===== src/rtl/preg_free_list.sv =====
// Physical-register free list for the 2-wide rename stage: circular buffer of free pregs plus a
// free-bit scoreboard that screens retire-time releases for double-free, p0 and overflow.
module preg_free_list #(
    parameter int unsigned NUM_PREGS = 64,
    parameter int unsigned NUM_AREGS = 32,
    parameter int unsigned PREG_W    = 6,
    parameter int unsigned WIDTH     = 2
) (
    input  logic              i_clk,
    input  logic              i_rst,
    input  logic              i_alloc_req    [0:WIDTH-1],
    output logic              o_alloc_grant,
    output logic [PREG_W-1:0] o_alloc_preg   [0:WIDTH-1],
    output logic              o_stall,
    input  logic              i_release_en   [0:WIDTH-1],
    input  logic [PREG_W-1:0] i_release_preg [0:WIDTH-1],
    output logic [PREG_W:0]   o_free_count,
    output logic              o_error
);

    localparam logic [PREG_W:0]   FULL_COUNT  = (PREG_W+1)'(NUM_PREGS);
    localparam logic [PREG_W:0]   RESET_COUNT = (PREG_W+1)'(NUM_PREGS - NUM_AREGS);
    localparam logic [PREG_W-1:0] RESET_TAIL  = PREG_W'(NUM_PREGS - NUM_AREGS);

    logic [PREG_W-1:0]    r_list [0:NUM_PREGS-1];
    logic [NUM_PREGS-1:0] r_free;
    logic [PREG_W-1:0]    r_head;
    logic [PREG_W-1:0]    r_tail;
    logic [PREG_W:0]      r_count;
    logic                 r_error;

    logic [PREG_W:0]      w_n;
    logic                 w_grant;
    logic [PREG_W:0]      w_push;
    logic [WIDTH-1:0]     w_rel_legal;
    logic [PREG_W-1:0]    w_push_idx [0:WIDTH-1];
    logic                 w_illegal;
    logic [NUM_PREGS-1:0] w_free_d;
    logic [PREG_W:0]      w_count_d;

    // Requesting lanes take consecutive entries from head in lane order.
    always_comb begin
        w_n = '0;
        for (int i = 0; i < WIDTH; i++) begin
            o_alloc_preg[i] = r_list[r_head + w_n[PREG_W-1:0]];
            if (i_alloc_req[i]) begin
                w_n = w_n + (PREG_W+1)'(1);
            end
        end
    end

    assign w_grant       = (w_n <= r_count);
    assign o_alloc_grant = w_grant;
    assign o_stall       = ~w_grant;

    always_comb begin
        w_free_d    = r_free;
        w_push      = '0;
        w_illegal   = 1'b0;
        w_rel_legal = '0;
        for (int i = 0; i < WIDTH; i++) begin
            w_push_idx[i] = r_tail + w_push[PREG_W-1:0];
            if (i_release_en[i]) begin
                // Setting the bit as each lane is accepted also rejects a same-cycle duplicate.
                if ((i_release_preg[i] != '0) && !w_free_d[i_release_preg[i]] &&
                    ((r_count + w_push) < FULL_COUNT)) begin
                    w_rel_legal[i]             = 1'b1;
                    w_free_d[i_release_preg[i]] = 1'b1;
                    w_push                     = w_push + (PREG_W+1)'(1);
                end else begin
                    w_illegal = 1'b1;
                end
            end
        end
        if (w_grant) begin
            for (int i = 0; i < WIDTH; i++) begin
                if (i_alloc_req[i]) begin
                    w_free_d[o_alloc_preg[i]] = 1'b0;
                end
            end
        end
        w_count_d = r_count - (w_grant ? w_n : '0) + w_push;
    end

    always_ff @(posedge i_clk) begin
        if (i_rst) begin
            for (int i = 0; i < int'(NUM_PREGS); i++) begin
                r_list[i] <= (i < int'(NUM_PREGS - NUM_AREGS)) ? PREG_W'(i + int'(NUM_AREGS)) : '0;
                r_free[i] <= (i >= int'(NUM_AREGS));
            end
            r_head  <= '0;
            r_tail  <= RESET_TAIL;
            r_count <= RESET_COUNT;
            r_error <= 1'b0;
        end else begin
            for (int i = 0; i < WIDTH; i++) begin
                if (w_rel_legal[i]) begin
                    r_list[w_push_idx[i]] <= i_release_preg[i];
                end
            end
            if (w_grant) begin
                r_head <= r_head + w_n[PREG_W-1:0];
            end
            r_tail  <= r_tail + w_push[PREG_W-1:0];
            r_free  <= w_free_d;
            r_count <= w_count_d;
            r_error <= r_error | w_illegal;
        end
    end

    assign o_free_count = r_count;
    assign o_error      = r_error;

endmodule


===== config.mk =====
export PLATFORM = sky130hd
export DESIGN_NAME = preg_free_list
export DESIGN_NICKNAME = d
export VERILOG_FILES = /design/src/rtl/preg_free_list.sv
export SDC_FILE = /design/constraint.sdc
export NUM_CORES = 1
export LEC_CHECK = 0
export ABC_CLOCK_PERIOD_IN_PS = 14900
export CORE_ASPECT_RATIO = 0.75
export CORE_UTILIZATION = 40
export DETAILED_ROUTE_END_ITERATION = 16
export RECOVER_POWER = 50
export SYNTH_ARGS = -nofsm -noshare
export SYNTH_HDL_FRONTEND = slang
export SYNTH_SLANG_ARGS = --single-unit

===== constraint.sdc =====
create_clock -name i_clk -period 14.9 [get_ports i_clk]
set_clock_uncertainty 0.05 [all_clocks]
set_input_delay 2.235 -clock i_clk [delete_from_list [all_inputs] [get_ports i_clk]]
set_output_delay 2.235 -clock i_clk [all_outputs]
set_load 0.005 [all_outputs]

# ---- Word-level counts from Yosys, hierarchy flattened
# Memories as Yosys holds them, arrays and structs flattened. A register that Yosys moved wholly into a read port is not among the register bits.
# Cells that the tools add are included.
dict set report word_totals {
  reg_bits 84
  ramBits 384
  inputBits 18
  out_inout_bits 22
  elab_cells 99
  memories 1
}
dict set report op_classes {
  add_sub_neg 9
  magnitude_cmp 11
  n_mux 51
  bitwise_logic 8
  reduce_logical 14
}
# name words width read_ports rd_ports_with_merged_regs wr line_no
set mem_list {}
lappend mem_list {r_list 64 6 2 1 64 25} ;# logic [PREG_W-1:0] r_list [0:NUM_PREGS-1];
# cell count
set op_table {}
lappend op_table {{64-bit two-way mux} 8}
lappend op_table {{64-bit AND} 2}
lappend op_table {{64-bit NOT} 2}
lappend op_table {{64-bit OR} 2}
lappend op_table {{6-bit two-way mux} 6}
lappend op_table {{6-bit by 7-bit < comparator with 1-bit output (second input constant)} 4}
lappend op_table {{7-bit two-way mux} 4}
lappend op_table {{1-bit two-way mux} 27}
lappend op_table {{6-bit adder} 4}
lappend op_table {{1-bit demux with 6-bit select} 4}
lappend op_table {{6-bit by 1-bit greater-or-equal comparator with 1-bit output (second input constant)} 4}
lappend op_table {{7-bit by 1-bit adder with 7-bit output (second input constant)} 2}
lappend op_table {{7-bit adder} 2}
lappend op_table {{7-bit < comparator (second input constant)} 2}
lappend op_table {{1-bit binary-select mux with 6-bit select} 2}
lappend op_table {{6-bit nonzero test} 2}
lappend op_table {{6-bit OR reduction} 2}
lappend op_table {{1-bit logical AND} 8}
lappend op_table {{7-bit less-or-equal comparator} 1}
lappend op_table {{7-bit subtractor} 1}
lappend op_table {{1-bit zero test} 2}
lappend op_table {{1-bit NOT} 1}
lappend op_table {{1-bit OR} 1}

# ---- Logic depth before layout (Yosys ltp)
# Gate-level depths: netlist of the first run.
dict set report logic_depth {
  ltp_word 20
  mapped_depth 32
  mapped_depth_nobuf 25
}

# ---- Worst setup path before layout of the first run
# OpenSTA, ideal clock, no wires.
dict set report synth_timing {
  path_kind {input to register}
  startpoint {input i_release_preg[8] (netlist name)}
  endpoint {memory r_list[28][0] (enable)}
  setup_ns 0.329
  arrival_ns 6.807
  required_ns 14.521
  path_slack_ns 7.714
  path_stages 15
  n_path_buf 3
  path_cell_list {buf_4 > mux2i_1 > nor2_1 > or4_1 > a221o_1 > or3_4 > buf_6 > inv_2 > ha_1 > ha_1 > buf_2 > xnor2_1 > nor4_1 > nand4_2 > nand3b_1}
}
# element line_no
set synth_rtl {}
lappend synth_rtl {{from (decl)} 16} ;# input logic [PREG_W-1:0] i_release_preg [0:WIDTH-1],
lappend synth_rtl {{to (decl)} 25}

==> results.toml, run 1 <==
[cts]
cts_buffers = 51
htreeDepth = 2
cts_buffer_depth = 3
clkTransAtPathRegs_ns = 0.06
cts_hold_buf = 0
cts_tree = "built"
cts_setup_buffers = 0
clk_latency_ns = 0.65
cts-resized-gates = 0
root_buffer = "clkbuf_16"
clock_sinks = 474

[floorplan]
die_h_um = 249.8
fp-row-count = 90
die_area_um2 = 83040
coreArea_um2 = 80740
boundaryPins = 40
dieWidth_um = 332.4
start_util_pct = 40.57

[yosys]
ys_ff_latch = 474
yosysMostFrequentCell = "edfxtp_1"
yosysSeqAreaShare_pct = 40.71
syn_area_um2 = 32750
synth.area.top_cells = "edfxtp_1 35%, mux4_2 16%, mux2i_1 12%, dfxtp_1 5.5%, nand2_1 2.9%"
ys_warn_count = 0
synth_top_area_share_pct = 35.21
synth_common_cells = "384 x edfxtp_1, 383 x mux2i_1, 256 x nand2_1"
mappedNetlistNets = 2918
synth_async_sr_flop_share_pct = 0
yosysUniqueCellTypes = 88
synth_edf_count = 384
ys.flop_type = "edfxtp_1"
synth_area_leader_cell = "edfxtp_1"
synth_cells = 2871
postSynthAreaPerCell_um2 = 11.41

[final_layout]
fin_area_um2 = 35300
final_nets = 2785
post-route-util_pct = 43.72
drive_gt1_share_pct = 17.60
syn2layout_area_growth_pct = 7.781
fillers = 7365

[sta]
clock.fmax_mhz = 85.98
tightest_slew_ns = 4.221
fin_crit_sh_pct = 78.06
relSlewSlack_pct = -181.4
fin_crit_ns = 11.63
fin_tns_setup_ns = 0
rsz0062_at_grt = "false"
hold_violations = 0
setup_viol = 0
report.final.slew_viol_count = 234

[placed_design]
numPortBuffers = 39
placed_area_um2 = 34020
gp_congestion = 0.9842
place_hpwl_mm = 90.72

[min_path]
min_from = "r_free[0]"
min_to = "r_free[0]"
hold_class = "flip-flop to flip-flop"
holdPathStages = 1

[global_routing]
grt_max_degree = 116
first_global_vias = 25630
grt_pass1_wl_mm = 193.3
grtUsageTotal_pct = 32.27
grt_overflow = 0
antenna_found_initial = 7

[power_and_ir_drop]
p_per_area_nw_per_um2 = 127.7
ir_drop_mv = 0.07974
p_leak_uw = 0.01242

[worst_setup_path]
crit_path_top_delay_cell = "clkbuf_1"
start_kind = "input pin"
slowest_delay_ns = 1.95
path_cells = "buf_4 -> clkbuf_1 -> nand2b_1 -> o22ai_1 -> o21ai_0 -> nand3_1 -> or3_1 -> inv_1 -> ha_1 -> ha_1 -> xnor2_1 -> nor3_1 -> buf_4 -> nor4bb_2 -> or3_1"
r2r_slack_ns = 6.37
crit_fanout = 48
r2r_end = "r_free[55]"
critPathArrivalTime_ns = 11.91
crit_type = "input pin to flip-flop"
reg2reg_depth = 10
critical_path_required_ns = 15.18
crit_family = "simple AND/OR/NAND/NOR gates"
path_buf_inv = 4
crit_path_start = "i_release_preg[7]"
critPathCaptureType = "flip-flop"

[run_status]
status = "finished, violations left"
violations = "capacitance limit, slew limit"

[drt]
vias = 27510
drtIter0Drc = 4659
viasPerCell = 7.168
firstDrtPassIters = 7
wl_per_cell_um = 35.75
drc_errors = 0
routed_wirelength_mm = 137.2
ant_nets = 0

[job]
cap_violations = 13
[worst register-to-register path, stage by stage, from the launching register on]
cell and delay (ns):
dfxtp_1 1.97, clkbuf_1 3.08, mux4_2 0.98, mux4_2 0.53, nor2b_1 0.15, a211oi_1 0.29
a21oi_1 0.18, and2_0 0.27, nand2_1 0.48, o22ai_1 0.29, a21oi_1 0.19
[cell usage in the layout (no fill, tap or decap), drive strengths merged, types with 16 or more instances in the layout]
cell type / netlist / final
nor4: 31 / 31
nor2b: 18 / 18
inv: 38 / 40
nor3: 103 / 103
a21oi: 79 / 79
nand2b: 21 / 21
mux4: 230 / 230
clkdlybuf4s50: 0 / 16
buf: 130 / 93
clkinv: 1 / 23
a221oi: 32 / 32
a211oi: 25 / 25
a22oi: 41 / 41
a211o: 24 / 24
nand2: 256 / 256
and3: 25 / 25
mux2i: 383 / 383
edfxtp: 384 / 384
dfxtp: 90 / 90
nand3: 162 / 162
o31ai: 47 / 47
nor2: 209 / 209
or3: 20 / 20
nand4: 65 / 65
clkbuf: 189 / 73
ha: 25 / 25
o22ai: 46 / 46
[stage by stage]
| stage | setup slack [ns] | cells | power [uW] | hold WS, ns |
|---|---|---|---|---|
| after detailed placement | 5.545 | 3743 | 3158 | 0.4165 |
| after global routing | 3.283 | 3836 | 4599 | 0.4465 |
| after floorplan | 7.714 | 2871 | 2582 | 0.4068 |
| after CTS | 5.546 | 3836 | 4453 | 0.4339 |
| after global placement | 5.607 | 3743 | 3150 | 0.4214 |
| final | 3.270 | 3838 | 4508 | 0.4372 |
[sequential cells by signal, indices dropped and copies added (netlist names), named ones only]
signal and flops:
r_head 6, r_list 384, o_free_count 7, r_tail 6
o_error 1, r_free 64
[how the worst max path moves through the flow]
stage                                  to  slack, ns  depth (start not counted)
final                       r_list[45][4]       3.27                         15
after global routing        r_list[45][4]       3.28                         15
after CTS                 o_alloc_preg[4]       5.55                          8
after detailed placement  o_alloc_preg[4]       5.54                          8
after global placement    o_alloc_preg[4]       5.61                          8
after floorplan             r_list[28][0]       7.71                         15
[routing by layer]
layer	track usage, %	wire [um]	part of all wire [%]
met5	0	150	0.11
met4	11.63	5629	4.1
met3	13.60	23060	17
met2	42.95	53910	39
met1	46.05	54440	40
[power breakdown]
| part | switching (uW) | internal, uW |
|---|---|---|
| registers | 94.0 | 1500 |
| clock network | 591 | 721 |
| logic | 999 | 605 |
| total | 1680 | 2820 |
[kinds of logic after synthesis]
logic type	share of synthesized area [%]
mux	27.62
flops	40.71
buf+inv	4.733
simple gates	17.11
compound gates	7.984
fa+ha+maj	1.199
xor+xnor	0.6418
[layout make-up]
| cell class | count | area [um2] | share of cell area, % |
|---|---|---|---|
| multi-input cells | 2039 | 17830 | 50.49 |
| flip-flops and latches | 474 | 13340 | 37.78 |
| clock buffers | 62 | 1370 | 3.881 |
| well taps | 1058 | 1324 | 3.750 |
| repair buffers | 133 | 1031 | 2.920 |
| clock inverters | 31 | 264.0 | 0.7478 |
| inverters | 39 | 146.4 | 0.4147 |
| diodes | 2 | 5.005 | 0.01418 |
(Power assumes the default switching activity.)
==> run 2: changes to the inputs <==
--- a/config.mk
+++ b/config.mk
@@ -5,7 +5,7 @@
 export SDC_FILE = /design/constraint.sdc
 export NUM_CORES = 1
 export LEC_CHECK = 0
-export ABC_CLOCK_PERIOD_IN_PS = 14900
+export ABC_CLOCK_PERIOD_IN_PS = 10800
 export CORE_ASPECT_RATIO = 0.75
 export CORE_UTILIZATION = 40
 export DETAILED_ROUTE_END_ITERATION = 16
==> constraint.sdc (replaced) <==
create_clock -name i_clk -period 10.8 [get_ports i_clk]
set_clock_uncertainty 0.05 [all_clocks]
set_input_delay 1.62 -clock i_clk [delete_from_list [all_inputs] [get_ports i_clk]]
set_output_delay 1.62 -clock i_clk [all_outputs]
set_load 0.005 [all_outputs]
==> run 2 against run 1 <==
  * The run still ends with capacitance limit, slew limit left
  * Power up 41%
  * Combinational power up 39%
  * Design area grew 0.35%
  * Critical path depth shrank 8
  * Highest routed layer unchanged
==> results.toml, run 2 (synthesized netlist as in run 1, its figures left out) <==
[worst_setup_path]
critPathArrivalTime_ns = 7.68
path_cells = "clkbuf_1 -> mux4_2 -> a22oi_1 -> a21oi_1 -> nor4_1 -> inv_1 -> clkdlybuf4s50_1"
critical_path_required_ns = 9.13
critPathCaptureType = "primary output"
crit_fanout = 40
start_kind = "flip-flop"
slowest_delay_ns = 2.22
crit_path_top_delay_cell = "clkbuf_1"
crit_type = "flip-flop to primary output"

[drt]
firstDrtPassIters = 7
drtIter0Drc = 4796
wl_per_cell_um = 34.83
ant_nets = 0
vias = 27300
drc_errors = 0
viasPerCell = 7.116
routed_wirelength_mm = 133.6

[final_layout]
top_register = "r_list"
largest_reg_flops = 384
fillers = 7369
final_cell_mix = "384 x edfxtp_1, 383 x mux2i_1, 256 x nand2_1"
final_nets = 2780
drive_gt1_share_pct = 18.08
fin_area_um2 = 35430
layout_commonest_cell = "edfxtp_1"
syn2layout_area_growth_pct = 8.160

[run_status]
violations = "capacitance limit, slew limit"
status = "finished, violations left"

[placed_design]
place_hpwl_mm = 91.06
placed_area_um2 = 33950
numPortBuffers = 39
gp_congestion = 1.004

[sta]
hold-worst-slack_ns = 0.4253
fin_tns_setup_ns = 0
fin_crit_sh_pct = 86.57
clock.fmax_mhz = 107.0
tightest_slew_ns = 3.057
setup_viol = 0
hold_violations = 0
report.final.slew_viol_count = 75
rsz0062_at_grt = "false"
fin_crit_ns = 9.349
relSlewSlack_pct = -103.8

[cts]
cts_buffers = 54
cts_tree = "built"
cts_hold_buf = 0
cts_setup_buffers = 0
cts_buffer_depth = 3
clkTransAtPathRegs_ns = 0.06
cts-resized-gates = 0
htreeDepth = 2
root_buffer = "clkbuf_16"
clk_latency_ns = 0.66
clock_sinks = 474

[floorplan]
start_util_pct = 40.57
dieWidth_um = 332.4
coreArea_um2 = 80740
fp-row-count = 90
boundaryPins = 40
die_area_um2 = 83040
die_h_um = 249.8

[power_and_ir_drop]
ir_drop_mv = 0.1184
p_leak_uw = 0.01252
p_per_area_nw_per_um2 = 179.8

[global_routing]
grt_pass1_wl_mm = 189.6
grt_overflow = 0
grt_max_degree = 67
grtUsageTotal_pct = 31.47
first_global_vias = 25740
antenna_found_initial = 3

[min_path]
hold_class = "flip-flop to flip-flop"

[job]
cap_violations = 3
[run 2: changes by cell type in the layout (fill, tap and decap cells not counted), moves of 3 or more]
cell | before | now
o31ai_2 | 3 | 0
o31ai_1 | 44 | 47
nand4_1 | 62 | 54
clkbuf_2 | 0 | 3
nor3_2 | 7 | 11
clkbuf_1 | 19 | 12
nor3_1 | 95 | 91
clkinv_4 | 1 | 4
clkbuf_8 | 1 | 5
nand3_4 | 4 | 1
buf_4 | 85 | 76
nand4_2 | 3 | 11
[run 2: per-layer routing]
metal | up-vias | wire, um | global-route usage (%)
li1 | 10920 | - | -
met2 | 2369 | 52820 | 41.89
met3 | 360 | 22280 | 13.23
met1 | 13640 | 53390 | 45.06
met5 | - | 23 | 0
met4 | 4 | 5103 | 11.07
[run 2: worst max-delay path, delay by kind of cell (launching register included)]
family	cells	cell delay [ns]
compound gates	2	0.69
flops	1	1.44
buf+inv	3	3.19
mux	1	0.49
simple gates	1	1.17
[run 2: final cells by class]
cell class	instances	area (um2)	area share, %
Antenna cell	1	2.502	0.007064
Tap cell	1058	1324	3.737
Sequential cell	474	13340	37.65
Inverter	39	146.4	0.4132
Timing Repair Buffer	125	974.7	2.751
Clock inverter	36	330.3	0.9324
Clock buffer	64	1464	4.132
Multi-Input combinational cell	2039	17850	50.38
[run 2: through the flow]
stage	util [%]	worst slack (ns)	instances	power, uW
4_1_cts	44.27	2.974	3834	6307
6_report	43.88	1.451	3836	6368
3_3_place_gp	42.05	2.731	3734	4386
3_5_place_dp	42.05	2.489	3734	4401
5_1_grt	43.87	1.409	3835	6498
2_1_floorplan	-	4.229	2871	3563
[run 2: path summary, 6_finish.rpt]
| kind | to | slack, ns | cells past startpoint | startpoint |
|---|---|---|---|---|
| min reg2reg | r_free[0] | 0.43 | 1 | r_free[0] |
| max reg2reg | r_free[2] | 3.22 | 10 | flip-flop |
| max | o_alloc_preg[9] | 1.45 | 7 | flip-flop |
| min | r_free[0] | 0.43 | 1 | r_free[0] |
[run 2: report_power, final]
part / switching, uW / total [uW] / leakage (uW) / internal, uW
Combinational: 1420 / 2230 / 0.00733 / 815
Clock: 844 / 1930 / 0.000887 / 1090
Sequential: 137 / 2200 / 0.00430 / 2060
Total: 2400 / 6370 / 0.0125 / 3970
